--- src/rtl/seg7_scan_driver.sv ---
// seg7_scan_driver
//   Time-multiplexed six-digit seven-segment driver for the digital clock.
//   Lights one digit per scan slot. All six BCD inputs are captured into a
//   shadow register once per frame, so a frame never shows a mix of old and
//   new digits. Also handles blinking for time-set, hour leading-zero
//   blanking, a '-' glyph for non-BCD values, and colon dots.
//
// Parameters
//   SCAN_DIV        CP cycles per digit slot (>= 2)
//   SEG_ACTIVE_LOW  1: Seg/Dp/An drive 0 to light/select; 0: active-high
//   BLANK_LEAD      1: blank the hr_hi digit when it is 0
//
// Ports
//   CP          in   system clock (posedge)
//   reset       in   synchronous, active-high reset
//   EN          in   scan/display enable
//   sec_lo..hr_hi in BCD digits 0 (rightmost) .. 5
//   blink_mask  in   bit i set: digit i blinks
//   blink_tick  in   one-cycle pulse that toggles the blink phase
//   Seg         out  segments, Seg[6]=a .. Seg[0]=g
//   Dp          out  decimal point of the selected digit
//   An          out  digit select, An[i] selects digit i (one-hot or none)
module seg7_scan_driver #(
  parameter int SCAN_DIV       = 50000,
  parameter int SEG_ACTIVE_LOW = 1,
  parameter int BLANK_LEAD     = 1
) (
  input  logic       CP,
  input  logic       reset,
  input  logic       EN,
  input  logic [3:0] sec_lo,
  input  logic [3:0] sec_hi,
  input  logic [3:0] min_lo,
  input  logic [3:0] min_hi,
  input  logic [3:0] hr_lo,
  input  logic [3:0] hr_hi,
  input  logic [5:0] blink_mask,
  input  logic       blink_tick,
  output logic [6:0] Seg,
  output logic       Dp,
  output logic [5:0] An
);

  localparam int PW = (SCAN_DIV > 2) ? $clog2(SCAN_DIV) : 1;
  localparam logic [PW-1:0] PRESC_LAST = PW'(SCAN_DIV - 1);

  logic [PW-1:0] presc_q, presc_d;
  logic [2:0]    idx_q, idx_d;
  logic          phase_q, phase_d;
  logic [23:0]   shadow_q, shadow_d;
  logic [6:0]    seg_q, seg_d;
  logic          dp_q, dp_d;
  logic [5:0]    an_q, an_d;

  logic          step;
  logic [3:0]    cur_digit;
  logic [5:0]    cur_sel;
  logic          cur_blink;
  logic          cur_dp;
  logic          blank;

  // Active-high glyph, abcdefg order; non-BCD values show '-'.
  function automatic logic [6:0] decode(input logic [3:0] v);
    logic [6:0] g;
    case (v)
      4'd0:    g = 7'b1111110;
      4'd1:    g = 7'b0110000;
      4'd2:    g = 7'b1101101;
      4'd3:    g = 7'b1111001;
      4'd4:    g = 7'b0110011;
      4'd5:    g = 7'b1011011;
      4'd6:    g = 7'b1011111;
      4'd7:    g = 7'b1110000;
      4'd8:    g = 7'b1111111;
      4'd9:    g = 7'b1111011;
      default: g = 7'b0000001;
    endcase
    return g;
  endfunction

  assign step = EN && (presc_q == PRESC_LAST);

  // Scan counters, blink phase and frame snapshot.
  always_comb begin
    presc_d  = presc_q;
    idx_d    = idx_q;
    phase_d  = phase_q;
    shadow_d = shadow_q;
    if (EN) begin
      if (step) begin
        presc_d = '0;
        if (idx_q == 3'd5) begin
          idx_d    = '0;
          shadow_d = {hr_hi, hr_lo, min_hi, min_lo, sec_hi, sec_lo};
        end else begin
          idx_d = idx_q + 3'd1;
        end
      end else begin
        presc_d = presc_q + PW'(1);
      end
      if (blink_tick) begin
        phase_d = ~phase_q;
      end
    end
  end

  // Digit currently being scanned, taken from the shadow copy only.
  always_comb begin
    cur_digit = shadow_q[3:0];
    cur_sel   = 6'b000001;
    cur_blink = blink_mask[0];
    cur_dp    = 1'b0;
    case (idx_q)
      3'd0: begin cur_digit = shadow_q[3:0];   cur_sel = 6'b000001; cur_blink = blink_mask[0]; end
      3'd1: begin cur_digit = shadow_q[7:4];   cur_sel = 6'b000010; cur_blink = blink_mask[1]; end
      3'd2: begin cur_digit = shadow_q[11:8];  cur_sel = 6'b000100; cur_blink = blink_mask[2]; cur_dp = 1'b1; end
      3'd3: begin cur_digit = shadow_q[15:12]; cur_sel = 6'b001000; cur_blink = blink_mask[3]; end
      3'd4: begin cur_digit = shadow_q[19:16]; cur_sel = 6'b010000; cur_blink = blink_mask[4]; cur_dp = 1'b1; end
      3'd5: begin cur_digit = shadow_q[23:20]; cur_sel = 6'b100000; cur_blink = blink_mask[5]; end
      default: begin
        cur_digit = shadow_q[3:0];
        cur_sel   = 6'b000000;
        cur_blink = 1'b0;
      end
    endcase
  end

  assign blank = (cur_blink && phase_q) ||
                 ((BLANK_LEAD != 0) && (idx_q == 3'd5) && (shadow_q[23:20] == 4'd0));

  // Output stage holds the active-high picture; polarity is applied at the pins.
  always_comb begin
    seg_d = '0;
    dp_d  = 1'b0;
    an_d  = '0;
    if (EN && !blank) begin
      seg_d = decode(cur_digit);
      dp_d  = cur_dp;
      an_d  = cur_sel;
    end
  end

  always_ff @(posedge CP) begin
    if (reset) begin
      presc_q  <= '0;
      idx_q    <= '0;
      phase_q  <= 1'b0;
      shadow_q <= '0;
      seg_q    <= '0;
      dp_q     <= 1'b0;
      an_q     <= '0;
    end else begin
      presc_q  <= presc_d;
      idx_q    <= idx_d;
      phase_q  <= phase_d;
      shadow_q <= shadow_d;
      seg_q    <= seg_d;
      dp_q     <= dp_d;
      an_q     <= an_d;
    end
  end

  assign Seg = (SEG_ACTIVE_LOW != 0) ? ~seg_q : seg_q;
  assign Dp  = (SEG_ACTIVE_LOW != 0) ? ~dp_q  : dp_q;
  assign An  = (SEG_ACTIVE_LOW != 0) ? ~an_q  : an_q;

endmodule

--- config.mk ---
export PLATFORM = sky130hd
export DESIGN_NAME = seg7_scan_driver
export DESIGN_NICKNAME = d
export VERILOG_FILES = /design/src/rtl/seg7_scan_driver.sv
export SDC_FILE = /design/constraint.sdc
export NUM_CORES = 1
export LEC_CHECK = 0
export CAP_MARGIN = 20
export CORE_MARGIN = 1.5
export CORE_UTILIZATION = 44
export CTS_CLUSTER_DIAMETER = 60
export DETAILED_ROUTE_END_ITERATION = 8
export PLACE_DENSITY = 0.73
export SKIP_CTS_REPAIR_TIMING = 1
export SLEW_MARGIN = 5
export SYNTH_ARGS = -nofsm -noshare
export SYNTH_HDL_FRONTEND = slang
export SYNTH_SLANG_ARGS = --single-unit
--- constraint.sdc ---
create_clock -name CP -period 3.88 [get_ports CP]
set_input_delay 0.776 -clock CP [delete_from_list [all_inputs] [get_ports CP]]
set_output_delay 0.776 -clock CP [all_outputs]
set_load 0.005 [all_outputs]
# Word level (Yosys, flattened, before mapping)
# Memories as Yosys holds them, arrays and structs flattened. A register that Yosys moved wholly into a read port is not among the register bits.
# Cells that the tools add are included.
# totals
register_bits	51
latchBits	0
ram_bits	0
romBits	112
in_bits	34
elab_cells	39
mem_count	1
# memory_table
name	depth	width	read_ports	rd_clocked_by_memory_dff	write_ports	line_no	text
(name not given)	16	7	1	1	0	65	case (v)
# classes
add_sub_neg	2
n_mul	0
n_div	0
magnitude_cmp	0
n_eq_ne	6
shift	0
n_mux	6
bitwise	5
n_reduce_logical	13
# ops
op	n
one-hot mux 6 bit (6 select lines)	1
one-hot mux 4 bit (5 select lines)	1
adder 16 x 1 -> 16 bit (second input constant)	1
equality test 16 bit (second input constant)	1
2-to-1 mux 16 bit	1
NOT 7 bit	1
equality test 3 x 2 -> 1 bit (second input constant)	2
equality test 3 bit (second input constant)	2
NOT 6 bit	1
one-hot mux 1 bit (6 select lines)	1
logical AND 1 bit	4
zero test 4 bit	1
AND reduction 2 bit	2
OR reduction 2 bit	2
adder 3 x 1 -> 3 bit (second input constant)	1
equality test 3 x 1 -> 1 bit (second input constant)	1
zero test 3 bit	1
2-to-1 mux 3 bit	1
NOT 1 bit	3
AND reduction 3 bit	1
zero test 1 bit	1
logical OR 1 bit	1
2-to-1 mux 1 bit	1

# Depth between registers and ports, before layout
# depth
depth_word	8
mapped_depth	13

# Worst setup path before layout
# No wires, ideal clock.
# synth_timing
path_type	reg2reg
start	register idx_q[0]
end	register seg_q[0]
arrival_ps	2695
t_required_ps	3810
path_slack_ps	1115
stages_incl_launch_ff	12
n_path_buf	3
path_cell_list	dfxtp_1 buf_2 clkbuf_1 and2_1 ha_1 clkbuf_1 a21oi_1 o31ai_2 inv_1 ha_1 mux2_1 a21oi_1
# synth_between
elab_chain_len	8
# synth_lines
item	line_no	text
start: declaration	48	logic [2:0] idx_q, idx_d;
start signal: assignment	154	idx_q <= idx_d;
equality test 3 bit, or another cell as far along	113, 129	
one-hot mux 1 bit (6 select lines)	113	case (idx_q)
logical AND 1 bit	128	assign blank = (cur_blink && phase_q) ||
logical OR 1 bit	128	
zero test 1 bit	136	if (EN && !blank) begin
logical AND 1 bit	136	
NOT 1 bit (no line)	n/a	
OR reduction 2 bit (no line)	n/a	
end: declaration	51	logic [6:0] seg_q, seg_d;
# Several ways; a longest one is shown, not always the timed one.
# A chain may end at the register's enable or synchronous reset.

# Worst setup path after layout
# layout_timing
start	register idx_q[2]
end	register seg_q[0]
# The elaborated chain is that of the path after synthesis.

==> flow_metrics.env <==
export IMPL_status="completed"
export IMPL_final_cell_mix="63 x nand2_1, 58 x dfxtp_1, 47 x clkdlybuf4s50_1, 35 x a21oi_1"
export IMPL_rows=28
export IMPL_seq_area_frac_synth_pct=41.6
export IMPL_max_slew_margin_pct=51.9
export IMPL_cts_clk_slew_worst_paths_ns=0.06
export IMPL_die_height_um=82.6
export IMPL_core_area_mm2=0.00603
export IMPL_finalSetupViolCount=0
export IMPL_post_route_min_period_ns=2.90
export IMPL_rsz0062_at_grt="no"
export IMPL_synthTopCellsByArea="dfxtp_1 42%, nand2_1 8.5%, a21oi_1 6.3%, ha_1 4.0%, xnor2_1 3.1%"
export IMPL_skew_ns=0.00775
export IMPL_crit_buf_inv=2
export IMPL_drive_gt1_share_pct=6.81
export IMPL_grt_max_degree=34
export IMPL_drv_cap=0
export IMPL_first_pass_iters=4
export IMPL_hp_class="flop to flop"
export IMPL_ant_nets=0
export IMPL_dr_wl_met3_um=275
export IMPL_peakVddDrop_uv=252
export IMPL_io_pins=48
export IMPL_final_util_pct=57.4
export IMPL_layout_nets=420
export IMPL_drv_slew=0
export IMPL_grt_pass1_wl_um=10200
export IMPL_dr_wl_met2_um=2970
export IMPL_cts_made_buffers=9
export IMPL_cpPeakStageDelay_ns=0.64
export IMPL_netlist_area_mm2=0.00279
export IMPL_cts_sinks=58
export IMPL_cts_buffer_depth=2
export IMPL_hold_viol=0
export IMPL_port_buffer_count=47
export IMPL_grt_ovfl_total=0
export IMPL_cts_tree="done"
export IMPL_wl_per_cell_um=13.4
export IMPL_end_kind="flop"
export IMPL_synth_nets=374
export IMPL_fin_ws_ns=0.983
export IMPL_grt_pass1_vias=2292
export IMPL_synth_avg_cell_area_um2=8.43
export IMPL_cp_required_ns=4.14
export IMPL_worst_pin_slew_ns=0.720
export IMPL_power_density_mw_per_mm2=330
export IMPL_initial_utilization_pct=46.3
export IMPL_syn_inst=331
export IMPL_synth_seq_cells=58
export IMPL_finalWirelength_um=6110
export IMPL_remaining_drc_errors=0
export IMPL_crit_family="compound AO/OA/AOI/OAI gates"
export IMPL_globalplace_congestion=0.807
export IMPL_worstSetupStartpointType="flop"
export IMPL_drt_initial_drc_count=220
export IMPL_vias_per_cell=5.26
export IMPL_dp_worst_setup_slack_ns=0.775
export IMPL_path_cells="inv_1 > ha_1 > nand2_1 > o21ai_0 > o31ai_2 > inv_1 > ha_1 > mux2_1 > a21oi_1"
export IMPL_dieArea_mm2=0.00683
export IMPL_cts_root_buf="clkbuf_8"
export IMPL_diodes=0
export IMPL_final_common_cell="nand2_1"
export IMPL_arrival_ns=3.16
export IMPL_crit_fanout=15
export IMPL_power_leakage_nw=1.28
export IMPL_ys_flop_type="dfxtp_1"
export IMPL_htreeDepth=3
export IMPL_finalSetupTns_ns=0
export IMPL_clk_latency_ns=0.33
export IMPL_drt_met1_wl_um=2800
export IMPL_worst_hold_slack_ns=0.449
export IMPL_synth_edf_count=0
export IMPL_antenna_found_initial=0
export IMPL_grt_usage_pct=19.9
export IMPL_top_layer="met4"
export IMPL_crit_type="flop to flop"
export IMPL_period_share_pct=74.7
export IMPL_yosys_area_top_type_share_pct=41.6
export IMPL_synth_warnings=0
export IMPL_dpl_hpwl_um=4300
export IMPL_ys_types=53
export IMPL_area_growth_pct=24.1
export IMPL_vias=2404
export IMPL_ys_async_sr_fraction_pct=0
export IMPL_crit_slowest_cell="dfxtp_1"
export IMPL_fmax_ghz=0.345
export IMPL_yosysTopAreaCell="dfxtp_1"
export IMPL_die_w_um=82.6
[synthesized netlist by cell type, drive strengths merged, types with 2 or more instances]
| cell | n |
|---|---|
| mux2 | 2 |
| xor2 | 6 |
| buf | 5 |
| a211oi | 2 |
| a22oi | 2 |
| ha | 9 |
| a211o | 4 |
| o21ai | 5 |
| nor2 | 23 |
| or3 | 3 |
| nor4bb | 3 |
| mux2i | 6 |
| nand3 | 4 |
| o211ai | 2 |
| and3 | 8 |
| inv | 22 |
| clkbuf | 9 |
| nor2b | 3 |
| xnor2 | 10 |
| a31o | 3 |
| nor3 | 4 |
| or4 | 2 |
| dfxtp | 58 |
| o32ai | 2 |
| or4bb | 2 |
| nand2b | 3 |
| a21oi | 35 |
| a31oi | 3 |
| o22ai | 2 |
| o31ai | 3 |
| nand4 | 5 |
| and4 | 2 |
| a21o | 2 |
| and2 | 3 |
| nand2 | 63 |
[path summary, 6_finish.rpt]
check               start           end  slack [ns]  cells after the start
min          shadow_q[10]  shadow_q[10]        0.45                      2
min reg2reg  shadow_q[10]  shadow_q[10]        0.45                      2
max              idx_q[2]      seg_q[0]        0.98                      9
max reg2reg      idx_q[2]      seg_q[0]        0.98                      9
[layout make-up]
class,count,area [µm²]
well taps,75,93.8
inverters,22,82.6
flip-flops and latches,58,1160
clock buffers,13,149
multi-input cells,237,1470
clock inverters,3,15.0
fillers,569,2560
repair buffers,49,485
[per-layer routing]
metal	GRT usage [%]	up-vias
met5	0	-
li1	-	1236
met3	6.70	9
met4	5.67	0
met2	33.0	52
met1	24.4	1107
[worst reg2reg max path, delay by kind of cell (launching register included)]
kind,cells,cell delay (ns)
AND/OR/NAND/NOR,1,0.09
buffers and inverters,2,0.40
AO/OA/AOI/OAI,3,0.86
flip-flops,1,0.64
multiplexers,1,0.28
adder cells (fa/ha/maj),2,0.56
[registers in the layout, indices dropped and copies added, names as in the netlist]
register  cells
dp_q          1
seg_q         7
idx_q         3
phase_q       1
an_q          6
shadow_q     24
presc_q      16
[stage by stage]
step                std cells  power (mW)  area [µm²]
global route              457        1.20        3460
finish                    457        1.14        3460
floorplan                 331       0.641        2790
CTS                       457        1.16        3460
global placement          441       0.688        3300
detailed placement        441       0.689        3300
[report_power, final]
group,internal (mW),total (mW),switching (mW)
registers,0.603,0.606,0.00373
logic,0.0450,0.0697,0.0247
clock network,0.246,0.466,0.220
total,0.894,1.14,0.248
[kinds of logic after synthesis]
logic type,synth area share [%]
AND/OR/NAND/NOR,24.5
flip-flops,41.6
multiplexers,2.96
adder cells (fa/ha/maj),4.04
buffers and inverters,5.52
XOR/XNOR,5.02
AO/OA/AOI/OAI,16.3
Note: power is estimated with default switching activity, not from simulation.
